==> src/rtl/opb_reg_pkg.sv <==
// opb_reg_pkg: shared FSM states, word-index width and OPB byte-lane helper for the OPB register slaves
package opb_reg_pkg;

    typedef enum logic {IDLE, ACK} state_t;

    localparam int IDX_W = 4;

    // be[3] is OPB BE[0], which owns word bits 31:24
    function automatic logic [31:0] lane_mask(input logic [3:0] be);
        return {{8{be[3]}}, {8{be[2]}}, {8{be[1]}}, {8{be[0]}}};
    endfunction

endpackage

==> src/rtl/opb_addr_decode.sv <==
// opb_addr_decode: combinational window hit and word index for an OPB slave register bank
module opb_addr_decode
    import opb_reg_pkg::*;
#(
    parameter int C_OPB_AWIDTH = 32,
    parameter logic [C_OPB_AWIDTH-1:0] C_BASEADDR = 32'h01001300,
    parameter logic [C_OPB_AWIDTH-1:0] C_HIGHADDR = 32'h010013FF
)(
    input  logic [0:C_OPB_AWIDTH-1] abus,
    input  logic                    select,
    output logic                    hit,
    output logic [IDX_W-1:0]        idx
);

    logic [C_OPB_AWIDTH-1:0] addr;

    assign addr = abus;
    assign hit  = select && addr >= C_BASEADDR && addr <= C_HIGHADDR;
    assign idx  = abus[C_OPB_AWIDTH-3-:IDX_W];

endmodule

==> src/rtl/opb_register_ppc2simulink_bank.sv <==
// opb_register_ppc2simulink_bank: PPC-writable OPB register bank feeding fabric; define OPB_REG_DOUBLE_BUFFER_EN for shadow/commit buffering
module opb_register_ppc2simulink_bank
    import opb_reg_pkg::*;
#(
    parameter int C_OPB_AWIDTH = 32,
    parameter int C_OPB_DWIDTH = 32,
    parameter logic [C_OPB_AWIDTH-1:0] C_BASEADDR = 32'h01001300,
    parameter logic [C_OPB_AWIDTH-1:0] C_HIGHADDR = 32'h010013FF,
    parameter int C_NUM_REGS = 4,
    parameter logic [31:0] C_RESET_VALUE = 32'h00000000,
    parameter C_FAMILY = "virtex5"
)(
    input  logic                      OPB_Clk,
    input  logic                      OPB_Rst,
    input  logic [0:C_OPB_AWIDTH-1]   OPB_ABus,
    input  logic [0:3]                OPB_BE,
    input  logic [0:C_OPB_DWIDTH-1]   OPB_DBus,
    input  logic                      OPB_RNW,
    input  logic                      OPB_select,
    input  logic                      OPB_seqAddr,
    output logic [0:C_OPB_DWIDTH-1]   Sl_DBus,
    output logic                      Sl_errAck,
    output logic                      Sl_retry,
    output logic                      Sl_toutSup,
    output logic                      Sl_xferAck,
    output logic [32*C_NUM_REGS-1:0]  user_data_out,
    output logic [C_NUM_REGS-1:0]     user_wr_strobe
);

    localparam logic [IDX_W:0] NUM = (IDX_W+1)'(C_NUM_REGS);

    state_t                       state, state_n;
    logic                         hit, ack, rnw_q;
    logic [IDX_W-1:0]             idx, idx_q;
    logic [31:0]                  data_q, mask_q, rdata;
    logic [C_NUM_REGS-1:0][31:0]  shadow;
    logic                         unused_ok;

    opb_addr_decode #(
        .C_OPB_AWIDTH (C_OPB_AWIDTH),
        .C_BASEADDR   (C_BASEADDR),
        .C_HIGHADDR   (C_HIGHADDR)
    ) u_decode (
        .abus   (OPB_ABus),
        .select (OPB_select),
        .hit    (hit),
        .idx    (idx)
    );

`ifdef OPB_REG_DOUBLE_BUFFER_EN
    logic [C_NUM_REGS-1:0][31:0] active;
    logic                        commit;
    assign commit        = {1'b0, idx_q} == NUM && data_q[0];
    assign user_data_out = active;
`else
    assign user_data_out = shadow;
`endif

    assign unused_ok  = OPB_seqAddr ^ (|C_FAMILY);
    assign Sl_errAck  = 1'b0;
    assign Sl_retry   = 1'b0;
    assign Sl_toutSup = 1'b0;
    // reset in the ACK cycle kills the ack so an abandoned transfer never completes
    assign ack        = state == ACK && !OPB_Rst;
    assign Sl_xferAck = ack;
    assign Sl_DBus    = (ack && rnw_q) ? rdata : '0;

    // state register
    always_ff @(posedge OPB_Clk)
        state <= OPB_Rst ? IDLE : state_n;

    // every hit gets exactly one ACK cycle, then back to IDLE
    always_comb
        state_n = (state == IDLE && hit) ? ACK : IDLE;

    // capture the request while accepting it in IDLE
    always_ff @(posedge OPB_Clk)
        if (OPB_Rst) begin
            idx_q  <= '0;
            data_q <= '0;
            mask_q <= '0;
            rnw_q  <= 1'b0;
        end else if (state == IDLE && hit) begin
            idx_q  <= idx;
            data_q <= OPB_DBus;
            mask_q <= lane_mask(OPB_BE);
            rnw_q  <= OPB_RNW;
        end

    // readback mux; indices past the last word read as zero
    always_comb begin
        rdata = '0;
        for (int i = 0; i < C_NUM_REGS; i++)
            if (idx_q == IDX_W'(i)) rdata = shadow[i];
    end

    // byte-lane write at the end of a write ACK, strobe aligned with the new data
    always_ff @(posedge OPB_Clk)
        if (OPB_Rst) begin
            shadow         <= {C_NUM_REGS{C_RESET_VALUE}};
            user_wr_strobe <= '0;
`ifdef OPB_REG_DOUBLE_BUFFER_EN
            active         <= {C_NUM_REGS{C_RESET_VALUE}};
`endif
        end else begin
            user_wr_strobe <= '0;
            for (int i = 0; i < C_NUM_REGS; i++)
                if (ack && !rnw_q && idx_q == IDX_W'(i)) begin
                    shadow[i] <= (shadow[i] & ~mask_q) | (data_q & mask_q);
`ifndef OPB_REG_DOUBLE_BUFFER_EN
                    user_wr_strobe[i] <= 1'b1;
`endif
                end
`ifdef OPB_REG_DOUBLE_BUFFER_EN
            if (ack && !rnw_q && commit) begin
                active         <= shadow;
                user_wr_strobe <= '1;
            end
`endif
        end

endmodule

==> config.mk <==
export PLATFORM = sky130hd
export DESIGN_NAME = opb_register_ppc2simulink_bank
export DESIGN_NICKNAME = d
export VERILOG_FILES = /design/src/rtl/opb_reg_pkg.sv /design/src/rtl/opb_addr_decode.sv /design/src/rtl/opb_register_ppc2simulink_bank.sv
export SDC_FILE = /design/constraint.sdc
export NUM_CORES = 1
export LEC_CHECK = 0
export ABC_CLOCK_PERIOD_IN_PS = 2800
export CELL_PAD_IN_SITES_DETAIL_PLACEMENT = 1
export CELL_PAD_IN_SITES_GLOBAL_PLACEMENT = 1
export CORE_MARGIN = 2
export CORE_UTILIZATION = 37
export DETAILED_ROUTE_END_ITERATION = 7
export PLACE_DENSITY = 0.92
export SYNTH_ARGS = -nofsm -noshare
export SYNTH_HDL_FRONTEND = slang
export SYNTH_SLANG_ARGS = --single-unit
==> constraint.sdc <==
create_clock -name OPB_Clk -period 2.8 [get_ports OPB_Clk]
set_input_delay 0.56 -clock OPB_Clk [delete_from_list [all_inputs] [get_ports OPB_Clk]]
set_output_delay 0.56 -clock OPB_Clk [all_outputs]
set_load 0.05 [all_outputs]
==> reports/results.txt, run 1 <==
outcome - complete, no violations
Syn Inst Count - 850
Crit path largest cell delay - 0.43 ns
Synth Cell Area - 7520 um^2
Final TNS setup - 0 ns
critical path launch point - idx_q[0]$_SDFFE_PP0P_
DR vias/cell - 5.31
CP Capture Type - output pin
Slew headroom - 48.3%
Layout Nets - 1124
hold_buf cts - 0
clock tree buffer depth - 2
# clock sinks - 174
CTS tree - done
routed length per instance - 19.8 um
Post-Route WL - 26400 um
Antenna Nets Post-Route - 0
DR vias - 7076
core box area - 20100 um^2
Pre-antenna DRT Iters - 4
Synth warnings - 0
GRT Resource Usage Total - 24.0%
unrepaired setup endpoints after global routing - no
CTS buffer count - 17
worst hold path type - register to register
first-pass GRT wire length - 41100 um
Tightest Pin Transition - 0.773 ns
Post-synth top cells - dfxtp_1, nand2_1, a21oi_1
Pwr Total - 5.14 mW
initial antenna violation count - 0
Slowest-stage cell, CP - buf_4
CP startpoint kind - register
FF+latch count, synth - 174
kind of critical path - register to output pin
DR iter-0 viols - 341
DR DRC count - 0
GP Congestion - 0.752
die span in y - 147 um
CP arrival - 2.14 ns
Critical R2R Launch - idx_q[1]$_SDFFE_PP0P_
post-synth top area share - 46.3%
Worst Path Required - 2.24 ns
post-CTS setup buffers - 0
P_leak - 3.56 nW
Fmax achieved - 370 MHz
largest net degree at the start of global routing - 187
post-cts sizing count - 0
hold path startpoint - data_q[7]$_SDFFE_PP0P_
Area Growth Syn to Fin - 47.7%
vias in the first global route - 7446
Cell Rows - 52
clk root buf - clkbuf_16
most numerous cell in the Yosys netlist - dfxtp_1
die width - 147 um
I/O pin count - 241
final hold violation count - 0
ys flop type - dfxtp_1
Seq/Total Area, Yosys - 46.3%
number of synthesized flops with an enable pin - 0
Post-DP HPWL - 17900 um
mean post-synth cell area - 8.84 um^2
Die Area - 21500 um^2
initial core utilization - 37.4%
share of cells above drive strength 1 - 14.1%
Antenna Diode Count - 0
Final Critical Period - 2.70 ns
worst clock skew - 0.0118 ns
CP max FO - 29
H-tree levels - 4
Netlist cell types - 30
ranking of synthesized cells by area - dfxtp_1, nand2_1, nand3b_1, nand2b_1, a21oi_1
remaining global-route overflow - 0
worst skew pair latency - 0.42 ns
Clock Pin Slew Worst Setup and Hold Paths - 0.06 ns
I/O Buffers - 232
PwrDens - 463 nW/um^2
asr flop ratio synth - 0%
Tcrit/Tclk final - 96.5%
peak supply drop - 0.000379 V
max-slew violations - 0
largest area contributor in the netlist - dfxtp_1
Final setup viols - 0
crit-path cells - buf_4, mux2_2, a22oi_1, a21oi_2, buf_12
Max Cap Violations - 0
-- per-stage QoR --
step	hold slack, ns	std cells	setup WS [ns]	util, %	area, um^2
after CTS	0.464	1333	0.0583	55.2	11100
after floorplan	0.432	852	0.209	-	7640
final	0.458	1333	0.0980	55.2	11100
after detailed placement	0.453	1302	0.264	52.2	10500
after global placement	0.438	1302	0.312	52.2	10500
after global routing	0.486	1333	0.00587	55.2	11100
-- power breakdown --
group	switching [mW]	leakage [nW]	internal (mW)
combinational	0.0746	1.86	0.125
sequential	0.0000000236	1.40	2.47
clock	1.05	0.297	1.42
-- worst max-delay path: cells and delay by family (launching register included) --
kind	cells	cell delay [ns]
flops	1	0.38
buf+inv	2	0.60
mux	1	0.39
compound gates	2	0.36
-- placed cells by master (no fill, tap or decap), types with 4 or more instances in the layout --
cell type	netlist	routed
inv_6	0	6
nand4_1	6	6
and3_1	4	4
clkbuf_16	0	17
nand4b_1	4	4
nand3b_1	72	72
a22oi_1	32	32
buf_12	0	35
mux2_2	32	32
dfxtp_1	174	173
clkdlybuf4s50_1	0	198
mux2i_1	41	41
o21ai_0	72	72
nand2_1	146	145
a21oi_1	88	58
a21oi_2	0	30
buf_4	7	14
nand3_1	8	8
nand2b_1	82	82
-- worst paths after layout --
path              cells past startpoint  slack (ns)    endpoint
setup / recovery                      5         0.1  Sl_DBus[1]
hold / removal                        2        0.46    register
setup reg to reg                      5        0.49    register
hold reg to reg                       2        0.46    register
-- layer usage --
layer / GRT usage (%) / vias to the layer above / share of wire [%]
met4: 5.92 / 0 / 1.3
met2: 43.9 / 200 / 52
met1: 28.8 / 3499 / 42
met5: 0 / - / 0
met3: 5.06 / 26 / 5.2
li1: - / 3351 / -
-- final cells by class --
class                           count  area (um^2)
Timing Repair Buffer              247         2790
Clock buffer                       17          425
Fill cell                        2207         9000
Multi-Input combinational cell    611         3890
Clock inverter                     14          180
Sequential cell                   174         3480
Tap cell                          270          338
-- cell families (layout without fill, tap and decap cells) --
family / after synthesis / in the layout / synth area share, %
buffers and inverters: 67 / 278 / 3.89
AND/OR/NAND/NOR: 343 / 343 / 25.6
flip-flops: 174 / 174 / 46.3
multiplexers: 73 / 73 / 10.3
other: 1 / 3 / 0.0499
AO/OA/AOI/OAI: 192 / 192 / 13.8
Note: power is estimated with default switching activity, not from simulation.
==> inputs of run 2 (changes only) <==
Settings changed: CORE_UTILIZATION 37 to 50, DONT_BUFFER_PORTS set to 1, PLACE_DENSITY 0.92 to 0.9, SETUP_SLACK_MARGIN set to 0.15.
==> run 2 against run 1 <==
Against the previous run:
- clock-buffer cell count rose by 6
- critical path type unchanged
- largest cell class unchanged
- worst hold slack got worse by 0.24 ns
- combinational power fell by 69%
- first-iteration DRC count rose by 48%
- non-clock buffer count fell by 111
- register-to-register slack got worse by 0.06 ns
- cell count fell by 15%
==> reports/results.txt, run 2 (synthesis gave the netlist of run 1 again) <==
I/O pin count - 241
routed length per instance - 26.1 um
Tightest Pin Transition - 0.785 ns
Slew headroom - 47.5%
# clock sinks - 174
Final Critical Period - 2.62 ns
family with the most delay on the worst path - buffers and inverters
Post-Route WL - 29700 um
CTS buffer count - 17
kind of critical path - register to output pin
PwrDens - 522 nW/um^2
Place WS - 0.471 ns
hold_buf cts - 0
max-slew violations - 0
outcome - complete, no violations
CP arrival - 2.06 ns
Antenna Diode Count - 0
commonest non-fill, non-tap cell in the layout - dfxtp_1
final setup margin - 0.181 ns
GP Congestion - 0.852
fillers - 1569
first-pass GRT wire length - 45400 um
CTS tree - done
core box area - 14600 um^2
DR vias/cell - 6.36
P_leak - 3.32 nW
worst hold stages - 1
initial antenna violation count - 0
DR vias - 7230
worst clock skew - 0.0128 ns
Area Growth Syn to Fin - 28.6%
Final setup viols - 0
Pre-antenna DRT Iters - 5
Max Cap Violations - 0
die span in y - 127 um
Post-DP HPWL - 18200 um
initial core utilization - 51.5%
Post-Layout Cell Count - 1137
unrepaired setup endpoints after global routing - no
DR DRC count - 0
Slowest-stage cell, CP - dfxtp_2
share of cells above drive strength 1 - 25.0%
largest net degree at the start of global routing - 214
Tcrit/Tclk final - 93.5%
final core occ - 66.3%
GRT Resource Usage Total - 36.5%
final hold violation count - 0
Layout Nets - 1013
Cell Rows - 44
Worst Path Required - 2.24 ns
CP max FO - 20
worst hold path type - input pin to register
CP startpoint kind - register
crit-path cells - nor4b_4, buf_4, buf_8, a22oi_1, a21oi_2, buf_12
Clock Pin Slew Worst Setup and Hold Paths - 0.07 ns
placed cells - 1102
Die Area - 16000 um^2
Fmax achieved - 382 MHz
Antenna Nets Post-Route - 0
Final TNS setup - 0 ns
worst skew pair latency - 0.44 ns
H-tree levels - 4
peak supply drop - 0.000418 V
vias in the first global route - 7904
Crit path largest cell delay - 0.36 ns
worst r2r path cells - 5
total stage count of the critical path - 6
remaining global-route overflow - 0
Buf+Inv Stages, Crit Path - 3
I/O Buffers - 0
most frequent cells in the layout - dfxtp_1, nand2_1, buf_4
die width - 127 um
clk root buf - clkbuf_16
CP Capture Type - output pin
clock tree buffer depth - 2
DR iter-0 viols - 504
run 2: final timing paths:
| kind | slack (ns) | end | startpoint |
|---|---|---|---|
| setup reg to reg | 0.43 | register | idx_q[1]$_SDFFE_PP0P_ |
| setup / recovery | 0.18 | Sl_DBus[12] | idx_q[1]$_SDFFE_PP0P_ |
| hold reg to reg | 0.48 | register | data_q[6]$_SDFFE_PP0P_ |
| hold / removal | 0.22 | register | OPB_Rst |
run 2: what timing repair did:
action                     4_1_cts  5_1_grt
gates resized for setup          7        8
buffers inserted                 2        0
pin swaps                        1        2
gates cloned                     1        0
setup endpoints to repair       13       20
run 2: power breakdown:
part | switching [mW] | internal (mW) | total (mW)
registers | 0.0000000280 | 2.47 | 2.47
clock network | 1.03 | 1.48 | 2.51
logic | 0.0214 | 0.0408 | 0.0622
total | 1.06 | 3.99 | 5.05
run 2: metal layers:
metal | share of wire [%] | up-vias | GRT usage [%]
met5 | 0 | - | 0
met4 | 3.8 | 0 | 18.1
met3 | 7.8 | 98 | 9.53
met2 | 51 | 400 | 64.5
met1 | 37 | 3606 | 40.6
li1 | - | 3126 | -
run 2: cell type report:
class,count,area (um^2),share of cell area [%]
tap,184,230,2.38
sequential,174,3490,36.1
clock buffer,23,478,4.94
multi-input combinational,611,3890,40.2
timing repair buffer,136,1450,15.0
clock inverter,9,134,1.38
run 2: metrics by stage:
stage,hold slack (ns),instance area [um^2],power (mW)
after floorplan,0.432,7640,2.62
after detailed placement,0.459,8990,2.59
final,0.221,9670,5.05
after global routing,0.189,9670,5.15
after global placement,0.433,8990,2.59
after CTS,0.187,9650,5.05
